===== config.mk =====
export PLATFORM = sky130hd
export DESIGN_NAME = load_store_unit
export DESIGN_NICKNAME = d
export VERILOG_FILES = /design/src/rtl/load_store_unit.sv
export SDC_FILE = /design/constraint.sdc
export NUM_CORES = 1
export LEC_CHECK = 0
export BUFFER_PORTS_ARGS = -buffer_cell sky130_fd_sc_hd__buf_2
export CAP_MARGIN = 20
export CORE_UTILIZATION = 40
export CTS_CLUSTER_SIZE = 24
export DETAILED_ROUTE_END_ITERATION = 12
export HOLD_SLACK_MARGIN = 0.06
export MAX_ROUTING_LAYER = met4
export SLEW_MARGIN = 20
export SYNTH_ARGS = -nofsm -noshare
export SYNTH_HDL_FRONTEND = slang
export SYNTH_SLANG_ARGS = --single-unit

===== constraint.sdc =====
create_clock -name clk -period 2.4 [get_ports clk]
set_clock_uncertainty 0.1 [all_clocks]
set_input_delay 0.12 -clock clk [delete_from_list [all_inputs] [get_ports clk]]
set_output_delay 0.12 -clock clk [all_outputs]
set_load 0.02 [all_outputs]

===== src/rtl/load_store_unit.sv =====
// load_store_unit: turns byte/half/word load-store requests into word-aligned
// DataMemory cycles. Sub-word stores use a read-modify-write pair; loads return
// the addressed lane sign- or zero-extended. Misaligned or reserved-size
// requests complete immediately with resp_err and touch no memory.
//
// Handshake: a request transfers on a rising edge where req_valid && req_ready.
// req_ready is high only in IDLE, so request inputs are ignored while busy.
// resp_valid is a single-cycle pulse; resp_rdata/resp_err are meaningful only
// while it is high.
module load_store_unit #(
  parameter int ADDR_WIDTH = 32
) (
  input  logic                  clk,
  input  logic                  reset,
  input  logic                  req_valid,
  output logic                  req_ready,
  input  logic                  req_we,
  input  logic [1:0]            req_size,
  input  logic                  req_unsigned,
  input  logic [ADDR_WIDTH-1:0] req_addr,
  input  logic [31:0]           req_wdata,
  output logic                  resp_valid,
  output logic [31:0]           resp_rdata,
  output logic                  resp_err,
  output logic                  MemRead,
  output logic                  MemWrite,
  output logic [ADDR_WIDTH-1:0] MemAddr,
  output logic [31:0]           MemWD,
  input  logic [31:0]           MemRD,
  output logic [1:0]            state_dbg
);

  localparam logic [1:0] S_IDLE   = 2'd0;
  localparam logic [1:0] S_LD     = 2'd1;
  localparam logic [1:0] S_RMW_RD = 2'd2;
  localparam logic [1:0] S_WR     = 2'd3;

  localparam logic [1:0] SZ_BYTE = 2'b00;
  localparam logic [1:0] SZ_HALF = 2'b01;
  localparam logic [1:0] SZ_WORD = 2'b10;

  logic [1:0]            state;
  logic [ADDR_WIDTH-1:0] addr_q;
  logic [1:0]            size_q;
  logic                  we_q;
  logic                  uns_q;
  logic [31:0]           wdata_q;
  logic [31:0]           merge_q;

  logic                  accept;
  logic                  req_bad;
  logic [7:0]            lane_b;
  logic [15:0]           lane_h;
  logic [31:0]           ld_data;
  logic [31:0]           merged;

  assign accept    = req_valid && req_ready;
  assign state_dbg = state;

  // Classify the incoming request as reserved-size or misaligned.
  always_comb begin
    req_bad = 1'b0;
    case (req_size)
      SZ_BYTE: req_bad = 1'b0;
      SZ_HALF: req_bad = req_addr[0];
      SZ_WORD: req_bad = (req_addr[1:0] != 2'b00);
      default: req_bad = 1'b1;
    endcase
  end

  // Lane extraction and extension of the word read during LD.
  always_comb begin
    lane_b  = MemRD[{addr_q[1:0], 3'b000} +: 8];
    lane_h  = addr_q[1] ? MemRD[31:16] : MemRD[15:0];
    ld_data = MemRD;
    case (size_q)
      SZ_BYTE: ld_data = uns_q ? {24'b0, lane_b} : {{24{lane_b[7]}}, lane_b};
      SZ_HALF: ld_data = uns_q ? {16'b0, lane_h} : {{16{lane_h[15]}}, lane_h};
      default: ld_data = MemRD;
    endcase
  end

  // Merge the latched store data into the addressed lane of the read word.
  always_comb begin
    merged = MemRD;
    if (size_q == SZ_BYTE) begin
      merged[{addr_q[1:0], 3'b000} +: 8] = wdata_q[7:0];
    end else if (addr_q[1]) begin
      merged[31:16] = wdata_q[15:0];
    end else begin
      merged[15:0] = wdata_q[15:0];
    end
  end

  // Memory-side outputs are driven only in the states that own the bus.
  always_comb begin
    req_ready = (state == S_IDLE);
    MemRead   = (state == S_LD) || (state == S_RMW_RD);
    MemWrite  = (state == S_WR) && !reset;
    MemAddr   = '0;
    MemWD     = '0;
    if (state != S_IDLE) begin
      MemAddr = {addr_q[ADDR_WIDTH-1:2], 2'b00};
    end
    if (state == S_WR) begin
      MemWD = (size_q == SZ_WORD) ? wdata_q : merge_q;
    end
  end

  // Control FSM, request latches and registered response.
  always_ff @(posedge clk) begin
    if (reset) begin
      state      <= S_IDLE;
      addr_q     <= '0;
      size_q     <= '0;
      we_q       <= 1'b0;
      uns_q      <= 1'b0;
      wdata_q    <= '0;
      merge_q    <= '0;
      resp_valid <= 1'b0;
      resp_rdata <= '0;
      resp_err   <= 1'b0;
    end else begin
      resp_valid <= 1'b0;
      resp_rdata <= '0;
      resp_err   <= 1'b0;
      case (state)
        S_IDLE: begin
          if (accept) begin
            addr_q  <= req_addr;
            size_q  <= req_size;
            we_q    <= req_we;
            uns_q   <= req_unsigned;
            wdata_q <= req_wdata;
            if (req_bad) begin
              resp_valid <= 1'b1;
              resp_err   <= 1'b1;
            end else if (!req_we) begin
              state <= S_LD;
            end else if (req_size == SZ_WORD) begin
              state <= S_WR;
            end else begin
              state <= S_RMW_RD;
            end
          end
        end
        S_LD: begin
          resp_valid <= 1'b1;
          resp_rdata <= we_q ? 32'd0 : ld_data;
          state      <= S_IDLE;
        end
        S_RMW_RD: begin
          merge_q <= merged;
          state   <= S_WR;
        end
        default: begin
          resp_valid <= 1'b1;
          state      <= S_IDLE;
        end
      endcase
    end
  end

endmodule


==> implementation parameters, run 1 <==
Parameter                              Value

Placement
  Quantity of I/O buffers inserted on ports ... between 200 and 250
  Placed wire-length estimate ... roughly 16000 um
  Placer Congestion ... a little over 0.9

Timing
  Max Transition Viols Final ... 0
  Count of endpoints failing hold in the final timing report ... 0
  Slew at the pin with the worst max-slew slack ... between 600 and 700 ps
  Sum Neg Setup Slack ... 0 ps
  Setup-violating endpoint count in the final report ... 0
  Fin crit share ... around 92%
  Achievable Freq ... 0.452 GHz
  Final worst hold slack ... 102 ps
  RSZ-0062 raised after global routing ... no
  Slew headroom ... 58.4%
  Fin crit period ... about 2200 ps

Worst hold path
  Worst hold-check path type ... primary input to flop
  Hold Path End ... addr_q[2]$_SDFFE_PP0P_
  Number of cells on the worst hold path ... 2
  Source of the worst hold timing path ... reset

Finish
  Share of cells above drive strength 1 ... around a quarter
  Fin nets ... 1256
  Core Util, Final ... a little under three fifths
  Area growth from synthesis to layout ... 39.5%
  Number of inserted diodes ... 0

Synthesis
  Leading cell types by total area after synthesis ... sky130_fd_sc_hd__dfxtp_1 (39%), sky130_fd_sc_hd__nand2_1 (12%), sky130_fd_sc_hd__a21oi_1 (6.4%)
  Commonest cells in the netlist ... sky130_fd_sc_hd__nand2_1 (221), sky130_fd_sc_hd__dfxtp_1 (136), sky130_fd_sc_hd__a21oi_1 (90), sky130_fd_sc_hd__nor2b_1 (46), sky130_fd_sc_hd__clkbuf_1 (42)
  Post-synthesis instance total ... approximately 880
  Library cell occupying the most area in the post-synthesis netlist ... sky130_fd_sc_hd__dfxtp_1
  Post-Syn Area ... 0.00700 mm2
  Yosys warning total ... 0
  Fraction of the yosys area taken by sequential cells ... between 30% and 40%
  Synthesis-stage register bit count ... between 100 and 150
  Synth Flop Type ... sky130_fd_sc_hd__dfxtp_1
  Yosys cell types ... 49
  Portion of synthesized cell area occupied by the leading cell type ... approximately two fifths
  Mean Syn Cell Area ... between 7 and 8 um2
  Number of enable flip-flop cells after synthesis ... 0
  Async S/R FF share, synth ... 0%
  Most common cell in the netlist ... sky130_fd_sc_hd__nand2_1

Setup path
  Register-to-Register Setup Slack ... a little under 400 ps
  Worst R2R Path Depth ... 5
  Origin of the worst setup path ... size_q[1]$_SDFFE_PP0P_
  Worst-path fanout max ... 14
  Critical Setup Path Class ... flop to primary output
  Critical Path Start Type ... flop
  Required time reported for the critical path endpoint ... about 2200 ps
  Endpoint of the most critical register-to-register path ... merge_q[4]$_SDFFE_PP0P_
  Reg-to-reg critical path startpoint ... addr_q[1]$_SDFFE_PP0P_
  Data arrival, critical path ... ~2000 ps
  Endpoint class of the critical path ... primary output

Clock network
  H-Tree Depth ... 4
  Maximum count of clock buffers along a single path ... 2
  Num Clock Sinks ... about 140
  Clock transition at path regs ... approximately 60 ps
  Number of instances resized during post-cts repair ... 0
  Cell chosen for the clock root ... sky130_fd_sc_hd__clkbuf_16
  Number of buffers created by CTS ... 17
  Setup repair bufs after CTS ... 0
  CTS tree ... built
  Skew-Pair Late Insertion Delay ... about 420 ps

Route
  ANT nets after route ... 0
  Initial DRT Pass Iterations ... 5
  Initial DRC Count ... 478
  Average via count per standard cell ... ~5.3
  Total wirelength of the detailed-routed design ... 23900 um
  Per-cell routed wire length ... between 15 and 20 um
  Remaining routing DRC violations ... 0
  Detailed-route via count ... 7367

Outcome
  Result of the run ... completed

Power
  Power per standard cell area ... between 900 and 1000 mW/mm2
  Leak Pwr ... 4.03 nW
  Tot Pwr ... 9.22 mW
  Maximum vdd ir drop ... ~0.00073 V

Global route
  Vias in the first global route ... approximately 7k
  Pin count of the biggest net entering global routing ... between 50 and 60
  First-pass GRT wire length ... ~37000 um
  Overall fraction of global-route tracks in use ... about 27%
  Initial antenna violation count ... 0
  Final global-route overflow total ... 0

Floorplanning
  Std-Cell Core Area ... 0.0172 mm2
  Width of the chip ... approximately 130 um
  Die ar. ... between 0.015 and 0.02 mm2
  Row count ... 48
  Die Y ... approximately 130 um
  Initial cell density of the core ... 40.7%
  Count of boundary I/O pins ... 206

Job
  Max Cap Viol ... 0
[flip-flops by register name (all words and copies together), names as in the netlist]
name,count
addr_q,32
merge_q,32
resp_rdata,32
wdata_q,32
size_q,2
state_dbg,2
resp_err,1
resp_valid,1
uns_q,1
we_q,1
[cell usage in the layout (no fill, tap or decap), types with 19 or more instances in the layout]
cell	count
sky130_fd_sc_hd__a21boi_0	32
sky130_fd_sc_hd__a31oi_1	19
sky130_fd_sc_hd__mux2i_1	32
sky130_fd_sc_hd__a221oi_1	27
sky130_fd_sc_hd__nand2_1	220
sky130_fd_sc_hd__nor2_1	33
sky130_fd_sc_hd__buf_4	22
sky130_fd_sc_hd__dfxtp_1	135
sky130_fd_sc_hd__dlygate4sd3_1	100
sky130_fd_sc_hd__buf_2	202
sky130_fd_sc_hd__a21oi_1	90
sky130_fd_sc_hd__nor2b_1	45
[worst max-delay path, cell delays in order (launching register included)]
cell and delay, ps:
sky130_fd_sc_hd__dfxtp_1 460, sky130_fd_sc_hd__nor2b_2 340, sky130_fd_sc_hd__buf_4 260, sky130_fd_sc_hd__nand2_1 70, sky130_fd_sc_hd__a21boi_0 240, sky130_fd_sc_hd__buf_2 210
[through the flow]
step / cell area [um2] / worst slack [ps] / cells
2_1_floorplan: 7000 / 295 / 884
3_3_place_gp: 8130 / 557 / 1250
3_5_place_dp: 8130 / 410 / 1250
4_1_cts: 9760 / 143 / 1381
5_1_grt: 9760 / 90.9 / 1381
6_report: 9760 / 185 / 1381
[kinds of logic after synthesis]
group	count (synthesis)	share of synthesized area [%]
simple gates	348	23.0
buf+inv	98	6.29
other cells	1	0.0536
compound gates	248	23.8
fa+ha+maj	9	1.61
flops	136	38.9
mux	43	6.35
[power breakdown]
| part | leakage [nW] | internal [mW] | switching [mW] | total, mW |
|---|---|---|---|---|
| logic | 2.60 | 1.24 | 2.03 | 3.27 |
| clock network | 0.310 | 1.79 | 1.02 | 2.82 |
| registers | 1.11 | 2.76 | 0.372 | 3.13 |
| total | 4.03 | 5.79 | 3.42 | 9.22 |
[layout make-up]
class                      instances  area (um2)
clock buffer                      20         457
clock inverter                    11         170
fill                            1621        7420
inverter                          12        45.0
multi-input combinational        650        3850
sequential                       136        2720
tap                              225         282
timing repair buffer             327        2240
[how the worst max path moves through the flow]
stage | end | slack (ps) | cells past startpoint
floorplan | merge_q[27]$_SDFFE_PP0P_ | 300 | 8
global placement | merge_q[16]$_SDFFE_PP0P_ | 560 | 5
detailed placement | merge_q[4]$_SDFFE_PP0P_ | 410 | 5
CTS | MemWD[6] | 140 | 5
global route | MemWD[6] | 90 | 5
finish | MemWD[6] | 190 | 5
[metal layers]
metal	GRT usage (%)	up-vias	wire length (um)
met5	-	-	0
met4	9.93	0	544
met3	5.29	37	1660
met2	44.9	303	11200
met1	33.5	3432	10500
li1	-	3595	-
[what timing repair did]
| item | CTS | global route |
|---|---|---|
| hold endpoints to repair | 132 | 0 |
| endpoints found under the setup margin | 0 | 0 |
| hold buffers | 100 | 0 |
No activity file was read; power rests on OpenSTA's default activity.
==> run 2: changes to the inputs <==
--- a/config.mk
+++ b/config.mk
@@ -7,11 +7,14 @@
 export LEC_CHECK = 0
 export BUFFER_PORTS_ARGS = -buffer_cell sky130_fd_sc_hd__buf_2
 export CAP_MARGIN = 20
-export CORE_UTILIZATION = 40
+export CELL_PAD_IN_SITES_DETAIL_PLACEMENT = 2
+export CELL_PAD_IN_SITES_GLOBAL_PLACEMENT = 2
+export CORE_UTILIZATION = 29
 export CTS_CLUSTER_SIZE = 24
 export DETAILED_ROUTE_END_ITERATION = 12
 export HOLD_SLACK_MARGIN = 0.06
 export MAX_ROUTING_LAYER = met4
+export PLACE_DENSITY_LB_ADDON = 0.1
 export SLEW_MARGIN = 20
 export SYNTH_ARGS = -nofsm -noshare
 export SYNTH_HDL_FRONTEND = slang
==> run 2 against run 1 <==
  * Non-clock buffer count increased by 4
  * First-iteration DRC count decreased by 37%
  * Flip-flop and latch count unchanged
  * Global-route usage decreased by 2.5 points
  * Die area increased by 37%
  * Hold slack improved by 63 ps
  * Utilization decreased by 14 points
  * Critical path depth increased by 3
  * Sequential share of layout area decreased by 0.69 points
==> implementation parameters, run 2 (synthesis results as in run 1) <==
Parameter                              Value

Outcome
  Result of the run ... completed (unchanged)

Setup path
  Data arrival, critical path ... 2490 ps (was 1990 ps)
  Worst R2R Path Depth ... 8 (was 5)
  Endpoint of the most critical register-to-register path ... wdata_q[4]$_SDFFE_PP0P_ (was merge_q[4]$_SDFFE_PP0P_)
  Critical Setup Path Class ... flop to flop (was flop to primary output)
  Endpoint class of the critical path ... flop (was primary output)
  Reg-to-reg critical path startpoint ... state_dbg[0]$_SDFFE_PP0P_ (was addr_q[1]$_SDFFE_PP0P_)
  Critical Path Start Type ... flop (unchanged)
  Required time reported for the critical path endpoint ... 2660 ps (was 2180 ps)
  Worst-path fanout max ... 12 (was 14)
  Register-to-Register Setup Slack ... 170 ps (was 390 ps)

Route
  Total wirelength of the detailed-routed design ... 30400 um (was 23900 um)
  Initial DRT Pass Iterations ... 4 (was 5)
  Detailed-route via count ... 7568 (was 7367)
  Average via count per standard cell ... 5.11 (was 5.33)
  ANT nets after route ... 0 (unchanged)
  Per-cell routed wire length ... 20.5 um (was 17.3 um)
  Remaining routing DRC violations ... 0 (unchanged)
  Initial DRC Count ... 300 (was 478)

Power
  Leak Pwr ... 4.07 nW (was 4.03 nW)
  Power per standard cell area ... 969 mW/mm2 (was 944 mW/mm2)
  Maximum vdd ir drop ... 0.000508 V (was 0.000729 V)

Floorplanning
  Width of the chip ... 157 um (was 134 um)
  Die Y ... 157 um (was 134 um)
  Initial cell density of the core ... 29.7% (was 40.7%)
  Std-Cell Core Area ... 0.0235 mm2 (was 0.0172 mm2)
  Count of boundary I/O pins ... 206 (unchanged)
  Row count ... 56 (was 48)
  Die ar. ... 0.0248 mm2 (was 0.0180 mm2)

Clock network
  Maximum count of clock buffers along a single path ... 2 (unchanged)
  CTS tree ... built (unchanged)
  Cell chosen for the clock root ... sky130_fd_sc_hd__clkbuf_16 (unchanged)
  H-Tree Depth ... 4 (unchanged)
  Num Clock Sinks ... 136 (unchanged)
  Clock transition at path regs ... 70 ps (was 60 ps)
  Skew-Pair Late Insertion Delay ... 430 ps (was 420 ps)
  Number of buffers created by CTS ... 17 (unchanged)
  Setup repair bufs after CTS ... 0 (unchanged)

Finish
  Number of inserted diodes ... 0 (unchanged)
  Area growth from synthesis to layout ... 43.0% (was 39.5%)
  Share of cells above drive strength 1 ... 24.3% (was 24.2%)
  Most common cell after layout, fill and taps aside ... sky130_fd_sc_hd__nand2_1 (unchanged)
  Fin nets ... 1260 (was 1256)
  Most used cells in the layout excluding fill and tap cells ... sky130_fd_sc_hd__nand2_1 (220), sky130_fd_sc_hd__buf_2 (202), sky130_fd_sc_hd__dfxtp_1 (135) (unchanged)

Global route
  Pin count of the biggest net entering global routing ... 94 (was 58)
  Final global-route overflow total ... 0 (unchanged)
  Initial antenna violation count ... 0 (unchanged)
  Vias in the first global route ... 8123 (was 7131)
  First-pass GRT wire length ... 45700 um (was 37400 um)
  Overall fraction of global-route tracks in use ... 25.0% (was 27.5%)

Placement
  Quantity of I/O buffers inserted on ports ... 203 (unchanged)
  Placer Congestion ... 0.800 (was 0.910)
  Placed wire-length estimate ... 19200 um (was 15800 um)

Timing
  Slew at the pin with the worst max-slew slack ... 639 ps (was 622 ps)
  Setup-violating endpoint count in the final report ... 0 (unchanged)
  Achievable Freq ... 0.448 GHz (was 0.452 GHz)
  Sum Neg Setup Slack ... 0 ps (unchanged)
  Fin crit share ... 93.1% (was 92.3%)
  Slew headroom ... 57.2% (was 58.4%)
  Final worst hold slack ... 165 ps (was 102 ps)
  RSZ-0062 raised after global routing ... no (unchanged)
  Count of endpoints failing hold in the final timing report ... 0 (unchanged)
  Fin crit period ... 2230 ps (was 2210 ps)
  Max Transition Viols Final ... 0 (unchanged)

Worst hold path
  Hold Path End ... state_dbg[0]$_SDFFE_PP0P_ (was addr_q[2]$_SDFFE_PP0P_)
  Worst hold-check path type ... primary input to flop (unchanged)
  Number of cells on the worst hold path ... 4 (was 2)
  Source of the worst hold timing path ... req_valid (was reset)

Job
  Max Cap Viol ... 0 (unchanged)
==> run 2: cell types whose count changed in the layout (fill, tap and decap cells not counted), sizes merged <==
cell         previous run  this run
clkinv                  6         1
clkbuf                 20        21
dlygate4sd3           100       103
inv                    13        16
bufinv                  4         5
clkinvlp                0         3
buf                   227       226
==> run 2: stage by stage <==
| stage | cell area (um2) | utilization [%] | std cells | total power [mW] | worst slack, ps |
|---|---|---|---|---|---|
| 3_3_place_gp | 8270 | 35.1 | 1343 | 6.44 | 455 |
| 5_1_grt | 10000 | 42.5 | 1480 | 10.2 | 19.2 |
| 3_5_place_dp | 8270 | 35.1 | 1343 | 6.49 | 385 |
| 4_1_cts | 9950 | 42.3 | 1478 | 9.62 | 80.6 |
| 2_1_floorplan | 7000 | - | 884 | 5.31 | 295 |
| 6_report | 10000 | 42.5 | 1480 | 9.70 | 167 |
==> run 2: layout make-up <==
type	count	area, um2
clock buffers	19	433
clock inverters	13	216
fillers	2709	13500
inverters	12	45.0
multi-input cells	650	3850
flip-flops and latches	136	2720
well taps	319	399
repair buffers	331	2340
==> run 2: how the worst max path moves through the flow <==
stage	start	to	slack [ps]	depth (start not counted)
global route	size_q[1]$_SDFFE_PP0P_	MemWD[27]	20	5
detailed placement	addr_q[1]$_SDFFE_PP0P_	merge_q[25]$_SDFFE_PP0P_	380	5
finish	state_dbg[0]$_SDFFE_PP0P_	wdata_q[4]$_SDFFE_PP0P_	170	8
floorplan	addr_q[1]$_SDFFE_PP0P_	merge_q[27]$_SDFFE_PP0P_	300	8
global placement	addr_q[1]$_SDFFE_PP0P_	merge_q[29]$_SDFFE_PP0P_	450	5
CTS	state_dbg[0]$_SDFFE_PP0P_	wdata_q[4]$_SDFFE_PP0P_	80	8
==> run 2: what timing repair did <==
item	in CTS	in global routing
hold buffers	103	0
endpoints found under the setup margin	0	2
gates resized for setup	0	3
hold endpoints to repair	131	0
==> run 2: worst max-delay path, cell delays in order (launching register included) <==
cell                            delay, ps
sky130_fd_sc_hd__dfxtp_1              400
sky130_fd_sc_hd__inv_1                100
sky130_fd_sc_hd__ha_2                 250
sky130_fd_sc_hd__buf_4                180
sky130_fd_sc_hd__nand2_4              120
sky130_fd_sc_hd__buf_12               160
sky130_fd_sc_hd__nand2_1               70
sky130_fd_sc_hd__a21oi_1              190
sky130_fd_sc_hd__dlygate4sd3_1        580
==> run 2: routing by layer <==
layer  global-route usage (%)  wire length (um)  up-vias
met5                        -                 0        -
met1                     29.9             13500     3713
met3                     4.90              1540       35
met4                     7.86               612        0
met2                     42.0             14800      219
li1                         -                 -     3601
==> run 2: power by group <==
group	internal (mW)	switching (mW)	total, mW
logic	1.34	2.23	3.57
registers	2.76	0.405	3.17
clock network	1.86	1.10	2.96
